File: config.mk
export PLATFORM = sky130hd
export DESIGN_NAME = pc_unit
export DESIGN_NICKNAME = d
export VERILOG_FILES = /design/src/rtl/pc_unit.sv
export SDC_FILE = /design/constraint.sdc
export NUM_CORES = 1
export LEC_CHECK = 0
export ABC_AREA = 1
export ABC_CLOCK_PERIOD_IN_PS = 4000
export CORE_ASPECT_RATIO = 1.5
export CORE_MARGIN = 3
export CORE_UTILIZATION = 42
export DETAILED_ROUTE_END_ITERATION = 12
export GPL_TIMING_DRIVEN = 0
export MAX_ROUTING_LAYER = met4
export PLACE_DENSITY = 0.73
export SETUP_SLACK_MARGIN = 0.5
export SLEW_MARGIN = 20
export SYNTH_ARGS = -nofsm -noshare
export SYNTH_HDL_FRONTEND = slang
export SYNTH_SLANG_ARGS = --single-unit
export TNS_END_PERCENT = 100
File: constraint.sdc
create_clock -name clk -period 4 [get_ports clk]
set_clock_uncertainty 0.2 [all_clocks]
set_input_delay 1 -clock clk [delete_from_list [all_inputs] [get_ports clk]]
set_output_delay 1 -clock clk [all_outputs]
set_load 0.005 [all_outputs]
File: src/rtl/pc_unit.sv
// Program counter and redirect stage: sequential fetch address, branch/jump redirect,
// a bounded flush window after each redirect, and a sticky halt on misaligned targets.
module pc_unit #(
    parameter logic [31:0] RESET_PC     = 32'h0000_0000,
    parameter int unsigned FLUSH_CYCLES = 2
) (
    input  logic        clk,
    input  logic        rst,
    input  logic        stall,
    input  logic        br_valid,
    input  logic [1:0]  br_kind,
    input  logic        br_taken,
    input  logic [31:0] br_pc,
    input  logic [31:0] br_imm,
    input  logic [31:0] alu_out,
    output logic [31:0] pc,
    output logic        pc_valid,
    output logic        flush,
    output logic        misalign,
    output logic [31:0] bad_target
);

    localparam int CW = $clog2(FLUSH_CYCLES + 1);

    typedef enum logic [1:0] {
        RUN   = 2'd0,
        FLUSH = 2'd1,
        HALT  = 2'd2
    } state_t;

    state_t        state, state_nxt;
    logic [CW-1:0] cnt, cnt_nxt;
    logic [31:0]   pc_nxt, bad_nxt, target;
    logic          valid_nxt, mis_nxt, redirect;

    // jalr drops bit 0 of its target; kind 11 behaves like a conditional branch.
    always_comb begin
        target   = (br_kind == 2'b10) ? (alu_out & ~32'h1) : (br_pc + br_imm);
        redirect = br_valid & ~flush & ((br_kind == 2'b01) | (br_kind == 2'b10) | br_taken);
    end

    always_comb begin
        state_nxt = state;
        cnt_nxt   = cnt;
        pc_nxt    = pc;
        bad_nxt   = bad_target;
        valid_nxt = pc_valid;
        mis_nxt   = 1'b0;
        case (state)
            RUN: begin
                if (redirect && target[1]) begin
                    state_nxt = HALT;
                    bad_nxt   = target;
                    mis_nxt   = 1'b1;
                    valid_nxt = 1'b0;
                end else if (redirect) begin
                    state_nxt = FLUSH;
                    pc_nxt    = target;
                    cnt_nxt   = CW'(FLUSH_CYCLES);
                    valid_nxt = 1'b1;
                end else begin
                    // The first edge out of reset only raises pc_valid; fetch starts at RESET_PC.
                    if (!stall && pc_valid) begin
                        pc_nxt = pc + 32'd4;
                    end
                    valid_nxt = 1'b1;
                end
            end
            FLUSH: begin
                if (!stall) begin
                    pc_nxt = pc + 32'd4;
                    if (cnt == CW'(1)) begin
                        state_nxt = RUN;
                    end else begin
                        cnt_nxt = cnt - CW'(1);
                    end
                end
            end
            HALT: begin
                valid_nxt = 1'b0;
            end
            default: begin
                state_nxt = RUN;
            end
        endcase
    end

    always_ff @(posedge clk) begin
        if (rst) begin
            state      <= RUN;
            cnt        <= '0;
            pc         <= RESET_PC;
            pc_valid   <= 1'b0;
            flush      <= 1'b0;
            misalign   <= 1'b0;
            bad_target <= 32'h0;
        end else begin
            state      <= state_nxt;
            cnt        <= cnt_nxt;
            pc         <= pc_nxt;
            pc_valid   <= valid_nxt;
            flush      <= (state_nxt != RUN);
            misalign   <= mis_nxt;
            bad_target <= bad_nxt;
        end
    end

endmodule

==> results.toml, run 1 <==
[outcome]
status = "finished clean"

[floorplanning]
rows = 54
initial_utilization = 0.4353
io-pin-count = 170
die_h_microns = 157.7
core-area_sq_um = 14800
dieArea_sq_um = 16890
die_width_microns = 107.1

[grt]
grt_pass1_vias = 7340
grt_max_degree = 14
grt-ovfl-total = 0
antenna_found_initial = 0
grt_use_total = 0.2755
grt_pass1_wl_microns = 35960

[synth]
muxShareOfSynthArea = 0
yosys.area_share.simple = 0.4147
synthAdderAreaFrac = 0.06915
netlist_area_sq_um = 6441
synth_top_family_by_area = "simple AND/OR/NAND/NOR gates"
yosys-top-cells-count = "nand2_1, inv_1, nand3_1, nor2_1, a21oi_1"
yosysWarnings = 0
synth_edf_count = 0
synth_seq_area_share = 0.2207
synth_top_area_frac = 0.2207
synth_area_leaders = "dfxtp_1, nand2_1, inv_1"
synth-seq-cells = 71
async_flop_share = 0
synth-compound-area-share = 0.1354
synth_cell_type_count = 39
synthCells = 1147
ys.flop_type = "dfxtp_1"
yosysTopAreaCell = "dfxtp_1"
synth-xor-area-share = 0.01496
syn-num-nets = 1285
yosysMostFrequentCell = "nand2_1"
syn_avg_cell_area_sq_um = 5.616

[detailed_routing]
drt-total-wl_microns = 22550
dr.pass1.iters = 7
wire_per_inst_microns = 14.74
vias = 7777
drc = 0
drt_iter0_markers = 508
ant_nets = 0
vias_per_cell = 5.083

[place]
hpwl_microns = 18690
port_buffers = 167
place_congestion = 1.003
pre_cts_slack_ps = -27.52

[worst_setup_path]
start_kind = "primary input"
cp.buffers_inverters = 4
critPathMaxFanout = 10
cpLargestDelayFamily = "buffers and inverters"
worstPathCellList = "clkdlybuf4s50_1 > inv_1 > ha_1 > inv_1 > o21ai_2 > nor2_2 > clkbuf_1 > nand3_1 > nand3_1 > a21oi_1"
worst_path_largest_cell_delay_ps = 520
timing.critical_path.from = "br_kind[0]"
reg2reg_from = "pc[2]$_SDFFE_PP0P_"
required_ps = 4000
crit_type = "in -> reg"
crit_arrival_ps = 3360
end_kind = "flip-flop"
critical_path.slowest_cell = "clkbuf_1"

[clock_network]
cts_hold_buf = 0
cts_buffers = 9
insertion_delay_ps = 350
htreeDepth = 3
clockBufferDepth = 2
clkSlewWorstSetupHoldPaths_ps = 60
cts-root-buf = "clkbuf_16"
numClockSinks = 71
cts_tree = "done"

[run]
drv_cap = 0

[worst_hold_path]
holdCritPathClass = "reg -> reg"
hp-start = "pc[1]$_SDFFE_PP0P_"

[sta]
fmax_ghz = 0.2980
layout_setup_ws_ps = 643.7
maxSlewHeadroom = 0.4750
min_period_ps = 3356
hold_viol = 0
fin_crit_sh = 0.8391
tightest_slew_ps = 781.5
rsz0062_at_grt = "no"
setup_viol_count_final = 0
slew_violations = 0

[power]
powerDensity_nw_per_um2 = 356.7
vdd_drop_max_mv = 0.2579
totalPowerFinal_mw = 3.126
leakagePower_nw = 4.341

[final_layout]
drive_above_1_share = 0.04648
area_growth_pct = 36.05
fin_nets = 1467
diodes = 0
-- routing by layer --
layer | global-route usage | routed length, microns | share of wire
met1 | 0.3002 | 8513 | 0.38
met3 | 0.03346 | 1209 | 0.054
met5 | - | 0 | 0
met2 | 0.5043 | 12010 | 0.53
met4 | 0.1097 | 819 | 0.036
-- layout make-up --
cell class / instances / area [sq um]
Clock buffer: 9 / 225.2
Fill cell: 1487 / 6033
Inverter: 211 / 792.0
Clock inverter: 7 / 120.1
Buffer: 30 / 152.6
Multi-Input combinational cell: 835 / 4105
Timing Repair Buffer: 171 / 1702
Sequential cell: 71 / 1421
Tap cell: 196 / 245.2
-- registers in the layout (all words and copies together) (netlist names) --
| register | cells |
|---|---|
| cnt | 2 |
| flush | 1 |
| pc_valid | 1 |
| state | 2 |
| bad_target | 32 |
| misalign | 1 |
| pc | 32 |
-- worst paths after layout --
kind | end | slack [ps] | cells past startpoint
max | pc[19]$_SDFFE_PP0P_ | 640 | 10
max reg2reg | pc[28]$_SDFFE_PP0P_ | 1520 | 10
min reg2reg | pc[1]$_SDFFE_PP0P_ | 250 | 2
min | pc[1]$_SDFFE_PP0P_ | 250 | 2
-- cells in the final DEF, fill, tap and decap left out, types with 2 or more instances in the layout --
cell type and instances:
a211oi_1 2, a21o_1 2, a21oi_1 76, a31oi_1 8, and2_1 3, buf_1 3, buf_2 2, buf_4 6
buf_6 3, bufinv_16 3, clkbuf_1 14, clkbuf_16 9, clkbuf_2 6, clkdlybuf4s50_1 167, dfxtp_1 71, ha_1 33
inv_1 205, inv_2 6, nand2_1 365, nand3_1 108, nand3_2 2, nand3b_1 3, nand4_1 18, nor2_1 96
nor2_2 5, nor3_1 15, o211ai_1 20, o21ai_0 44, o21ai_2 2, o21bai_1 3, or2_2 8, xnor2_1 7
xor2_1 4
-- logic make-up (layout without fill, tap and decap cells) --
kind of cell / Yosys count / in the layout
and+or+nand+nor: 631 / 631
buffers and inverters: 241 / 428
AOI/OAI and AO/OA: 158 / 158
DFF: 71 / 71
adders and majority gates: 35 / 35
xor gates and xnor gates: 11 / 11
-- worst reg2reg max path, stage by stage (launching register included) --
cell,delay [ps]
dfxtp_1,430
ha_1,220
nand3_1,180
inv_1,130
nand3_2,120
nor3_1,550
a31oi_1,150
o21ai_0,180
inv_1,60
nand2_1,70
a21oi_1,60
-- per-stage QoR --
step / setup TNS [ps] / utilization / std cells / area [sq um] / hold slack (ps)
final: 0 / 0.5923 / 1530 / 8763 / 249.7
after global placement: -28.67 / 0.5649 / 1510 / 8358 / 235.7
after floorplan: 0 / - / 1147 / 6441 / 241.1
after global routing: 0 / 0.5923 / 1530 / 8763 / 266.0
after detailed placement: -50.57 / 0.5649 / 1510 / 8358 / 235.6
after CTS: 0 / 0.5896 / 1528 / 8725 / 250.0
-- power by group --
part,leakage [nW],internal (mW),total (mW),switching (mW)
Clock,0.166,0.611,0.947,0.336
Combinational,3.59,0.564,1.25,0.686
Sequential,0.581,0.811,0.929,0.118
Total,4.34,1.99,3.13,1.14
-- timing repair --
action | 4_1_cts | 5_1_grt
setup endpoints to repair | 49 | 58
endpoints found under the hold margin | 0 | 0
resized for setup | 4 | 10
pin swaps | 1 | 1
setup buffers | 2 | 2
Power figures use the tool's default switching activity.
==> inputs of run 2 (changes only) <==
Settings changed: ABC_CLOCK_PERIOD_IN_PS 4000 to 3400.
Clock period 4 ns to 3.4 ns, I/O delays scaled along.
==> results.toml, run 2 (synthesis gave the netlist of run 1 again) <==
[final_layout]
stdcell_count = 1540
final_core_utilization = 0.6361
drive_above_1_share = 0.1347
fin_area_sq_um = 9413
reg.largest.list = "bad_target: 32 flops, pc: 32 flops"
fin_nets = 1477
final.fill_count = 1372
area_growth_pct = 46.13
layout_common_cells = "nand2_1, inv_1, clkdlybuf4s50_1"
layout_commonest_cell = "nand2_1"
diodes = 0

[floorplanning]
dieArea_sq_um = 16890
die_h_microns = 157.7
initial_utilization = 0.4353
io-pin-count = 170
die_width_microns = 107.1
core-area_sq_um = 14800
rows = 54

[outcome]
status = "finished clean"

[grt]
antenna_found_initial = 0
grt_use_total = 0.2794
grt-ovfl-total = 0
grt_pass1_wl_microns = 36340
grt_pass1_vias = 7340
grt_max_degree = 12

[worst_setup_path]
start_kind = "primary input"
worstPathCellList = "clkdlybuf4s50_1 > ha_4 > inv_2 > o21ai_4 > nor3_4 > inv_4 > nand4_4 > buf_12 > buf_16 > a21oi_1 > nand2_1 > a21oi_1"
crit_arrival_ps = 2890
crit_type = "in -> reg"
end_kind = "flip-flop"
worst_path_largest_cell_delay_ps = 450
crit_top_cell = "a21oi_1"
required_ps = 3470
critical_path.slowest_cell = "clkdlybuf4s50_1"
critPathMaxFanout = 5

[place]
port_buffers = 167
pre_cts_slack_ps = -468.7
place_area_sq_um = 8369
hpwl_microns = 19010
dp_cells = 1510
place_congestion = 0.9621

[detailed_routing]
dr.pass1.iters = 5
wire_per_inst_microns = 15.61
drt_iter0_markers = 451
vias = 7972
ant_nets = 0
vias_per_cell = 5.177
drt-total-wl_microns = 24030
drc = 0

[clock_network]
numClockSinks = 71
clockBufferDepth = 2
insertion_delay_ps = 340
cts_tree = "done"
clkSlewWorstSetupHoldPaths_ps = 60
cts-root-buf = "clkbuf_16"
cts_hold_buf = 0
htreeDepth = 3
cts_buffers = 9

[sta]
min_period_ps = 2828
maxSlewHeadroom = 0.4965
layout_setup_ws_ps = 572.3
hold_viol = 0
rsz0062_at_grt = "yes"
fmax_ghz = 0.3536
slew_violations = 0
tightest_slew_ps = 755.3
fin_crit_sh = 0.8317
setup_viol_count_final = 0
finalHoldWorstSlack_ps = 253.3

[power]
powerDensity_nw_per_um2 = 392.2
vdd_drop_max_mv = 0.2837
leakagePower_nw = 4.480

[worst_hold_path]
holdCritPathClass = "reg -> reg"

[run]
drv_cap = 0
==> run 2: changes by cell type in the layout (fill, tap and decap cells not counted), sizes merged <==
cell           before  now
buf                14   21
inv               212  211
clkdlybuf4s15       0    1
clkbuf             29   39
clkinv              2    1
clkdlybuf4s50     167  157
dlymetal6s2s        0    6
bufinv              3    0
clkinvlp            1    2
==> run 2: per-layer routing <==
| metal | global-route usage | part of all wire |
|---|---|---|
| met1 | 0.3093 | 0.38 |
| met2 | 0.5234 | 0.54 |
| met3 | 0.02162 | 0.040 |
| met4 | 0.09324 | 0.031 |
| met5 | - | 0 |
==> run 2: per-stage QoR <==
stage	power [mW]	setup TNS, ps
after floorplan	1.904	0
after global placement	2.538	-21060
after detailed placement	2.553	-22570
after CTS	3.510	0
after global routing	3.890	0
final	3.692	0
==> run 2: critical path: cells and delay by family <==
family          cells  cell delay, ps
buf+inv             5             910
compound gates      3             500
fa+ha+maj           1             280
simple gates        3             360
==> run 2: cell type report <==
cell class                 instances  area (sq um)  share of cell area
clock inverter                     3         20.02            0.002127
inverter                         211         797.0             0.08467
sequential                        71          1421              0.1510
tap                              196         245.2             0.02605
clock buffer                      13         240.2             0.02552
multi-input combinational        835          4673              0.4965
buffer                            30         188.9             0.02007
timing repair buffer             181          1827              0.1941
==> run 2: final timing paths <==
| check | from | end | slack, ps | cells past startpoint |
|---|---|---|---|---|
| setup / recovery | br_kind[1] | pc[24]$_SDFFE_PP0P_ | 570 | 12 |
| hold / removal | pc[1]$_SDFFE_PP0P_ | pc[1]$_SDFFE_PP0P_ | 250 | 2 |
| setup reg to reg | pc[2]$_SDFFE_PP0P_ | pc[28]$_SDFFE_PP0P_ | 940 | 10 |
| hold reg to reg | pc[1]$_SDFFE_PP0P_ | pc[1]$_SDFFE_PP0P_ | 250 | 2 |
==> run 2: what timing repair did <==
action                                  CTS  global route
pin swaps                                 8            21
cloned                                    2             1
resized for setup                        36           139
endpoints found under the setup margin   68            61
hold endpoints to repair                  0             0
buffers inserted                          9             2
==> run 2: power breakdown <==
group          internal, mW  switching (mW)  total (mW)
Sequential            0.954           0.142        1.10
Clock                 0.494           0.371       0.865
Combinational         0.815           0.916        1.73
==> inputs of run 3 (changes only) <==
Settings changed: ABC_CLOCK_PERIOD_IN_PS 3400 to 2400, PLACE_DENSITY 0.73 to 0.75.
Clock period 3.4 ns to 2.4 ns, I/O delays scaled along.
==> results.toml, run 3 (synthesis gave the netlist of run 1 again) <==
[outcome]
status = "complete, but fails checks"
violations = "setup timing"

[clock_network]
numClockSinks = 71
htreeDepth = 3
cts_buffers = 9
cts_hold_buf = 0
clkSlewWorstSetupHoldPaths_ps = 60
cts_tree = "done"
cts-root-buf = "clkbuf_16"
insertion_delay_ps = 340
clockBufferDepth = 2

[final_layout]
diodes = 0
fin_area_sq_um = 10280
area_growth_pct = 59.54
fin_nets = 1504
final_core_utilization = 0.6945
reg.largest.list = "bad_target: 32 flops, pc: 32 flops"
layout_common_cells = "nand2_1, inv_1, dlygate4sd2_1"
stdcell_count = 1567
drive_above_1_share = 0.2458
layout_commonest_cell = "nand2_1"

[place]
dp_cells = 1510
hpwl_microns = 18720
place_area_sq_um = 8386
place_congestion = 1.001
pre_cts_slack_ps = -1179
port_buffers = 167

[floorplanning]
die_width_microns = 107.1
io-pin-count = 170
initial_utilization = 0.4353
core-area_sq_um = 14800
die_h_microns = 157.7
dieArea_sq_um = 16890
rows = 54

[worst_setup_path]
crit_type = "in -> reg"
critPathMaxFanout = 4
end_kind = "flip-flop"
required_ps = 2400
reg2reg_depth = 14
start_kind = "primary input"
crit_arrival_ps = 2420

[power]
leakagePower_nw = 5.294
internal_power_mw = 3.524
p_sw_mw = 2.191
vdd_drop_max_mv = 0.4537
sw_frac_of_total = 0.3833
p_comb_frac = 0.475
totalPowerFinal_mw = 5.715
pwr-share-clk = 0.246
p_seq_frac = 0.279
powerDensity_nw_per_um2 = 556.2

[sta]
setup_viol_count_final = 10
fin_setup_tns_ps = -132.8
hold_viol = 0
fmax_ghz = 0.4123
maxSlewHeadroom = 0.4654
tightest_slew_ps = 801.8
layout_setup_ws_ps = -25.52
fin_crit_sh = 1.011
rsz0062_at_grt = "yes"
slew_violations = 0
min_period_ps = 2426
finalHoldWorstSlack_ps = 239.5

[detailed_routing]
ant_nets = 0
wire_per_inst_microns = 16.03
vias_per_cell = 5.313
drt_iter0_markers = 565
drt-total-wl_microns = 25120
dr.pass1.iters = 6
drc = 0
vias = 8325

[run]
drv_cap = 0

[grt]
antenna_found_initial = 0
grt-ovfl-total = 0
grt_use_total = 0.2975
grt_pass1_wl_microns = 38880
grt_pass1_vias = 7940
grt_max_degree = 12

[worst_hold_path]
holdCritPathClass = "reg -> reg"
holdPathStages = 2
run 3: layer usage:
metal | GRT usage | wire length, microns | share of wire | up-vias
met5 | - | 0 | 0 | -
met4 | 0.1785 | 1521 | 0.061 | 0
met3 | 0.01469 | 1325 | 0.053 | 101
met2 | 0.5366 | 13080 | 0.52 | 353
met1 | 0.3193 | 9187 | 0.37 | 3794
li1 | - | - | - | 4077
run 3: area by class of cell:
| cell class | count | area [sq um] |
|---|---|---|
| inverters | 211 | 797.0 |
| multi-input cells | 835 | 5114 |
| well taps | 196 | 245.2 |
| clock buffers | 13 | 270.3 |
| flip-flops and latches | 71 | 1530 |
| fillers | 1236 | 4521 |
| plain buffers | 30 | 300.3 |
| repair buffers | 208 | 1979 |
| clock inverters | 3 | 40.04 |
run 3: repair_timing:
action	4_1_cts	5_1_grt
pin swaps	56	23
setup buffers	30	5
setup endpoints to repair	138	73
gates cloned	5	1
gates resized for setup	391	93
run 3: final timing paths:
kind	start	endpoint	slack, ps
worst max-delay path	br_imm[24]	pc[25]$_SDFFE_PP0P_	-30
worst min-delay path	pc[1]$_SDFFE_PP0P_	pc[1]$_SDFFE_PP0P_	240
worst max register to register	pc[2]$_SDFFE_PP0P_	pc[26]$_SDFFE_PP0P_	140
worst min register to register	pc[1]$_SDFFE_PP0P_	pc[1]$_SDFFE_PP0P_	240
run 3: power by group through the flow:
| stage | Clock (mW) | Combinational (mW) | Sequential, mW |
|---|---|---|---|
| after floorplan | 0 | 1.18 | 1.52 |
| after global placement | 0 | 2.03 | 1.57 |
| after detailed placement | 0 | 2.05 | 1.57 |
| after CTS | 1.41 | 2.46 | 1.57 |
| after global routing | 1.46 | 2.94 | 1.61 |
| final | 1.41 | 2.71 | 1.59 |
run 3: worst max-delay path, stage by stage:
cell,delay [ps]
clkdlybuf4s50_1,440
ha_4,330
nand2_4,80
nor2_4,180
nand2_1,90
nor2_1,130
nand2_2,90
nand3_1,70
nand2_1,50
nand3_1,90
nand3_1,100
nand2_1,100
a21oi_1,60
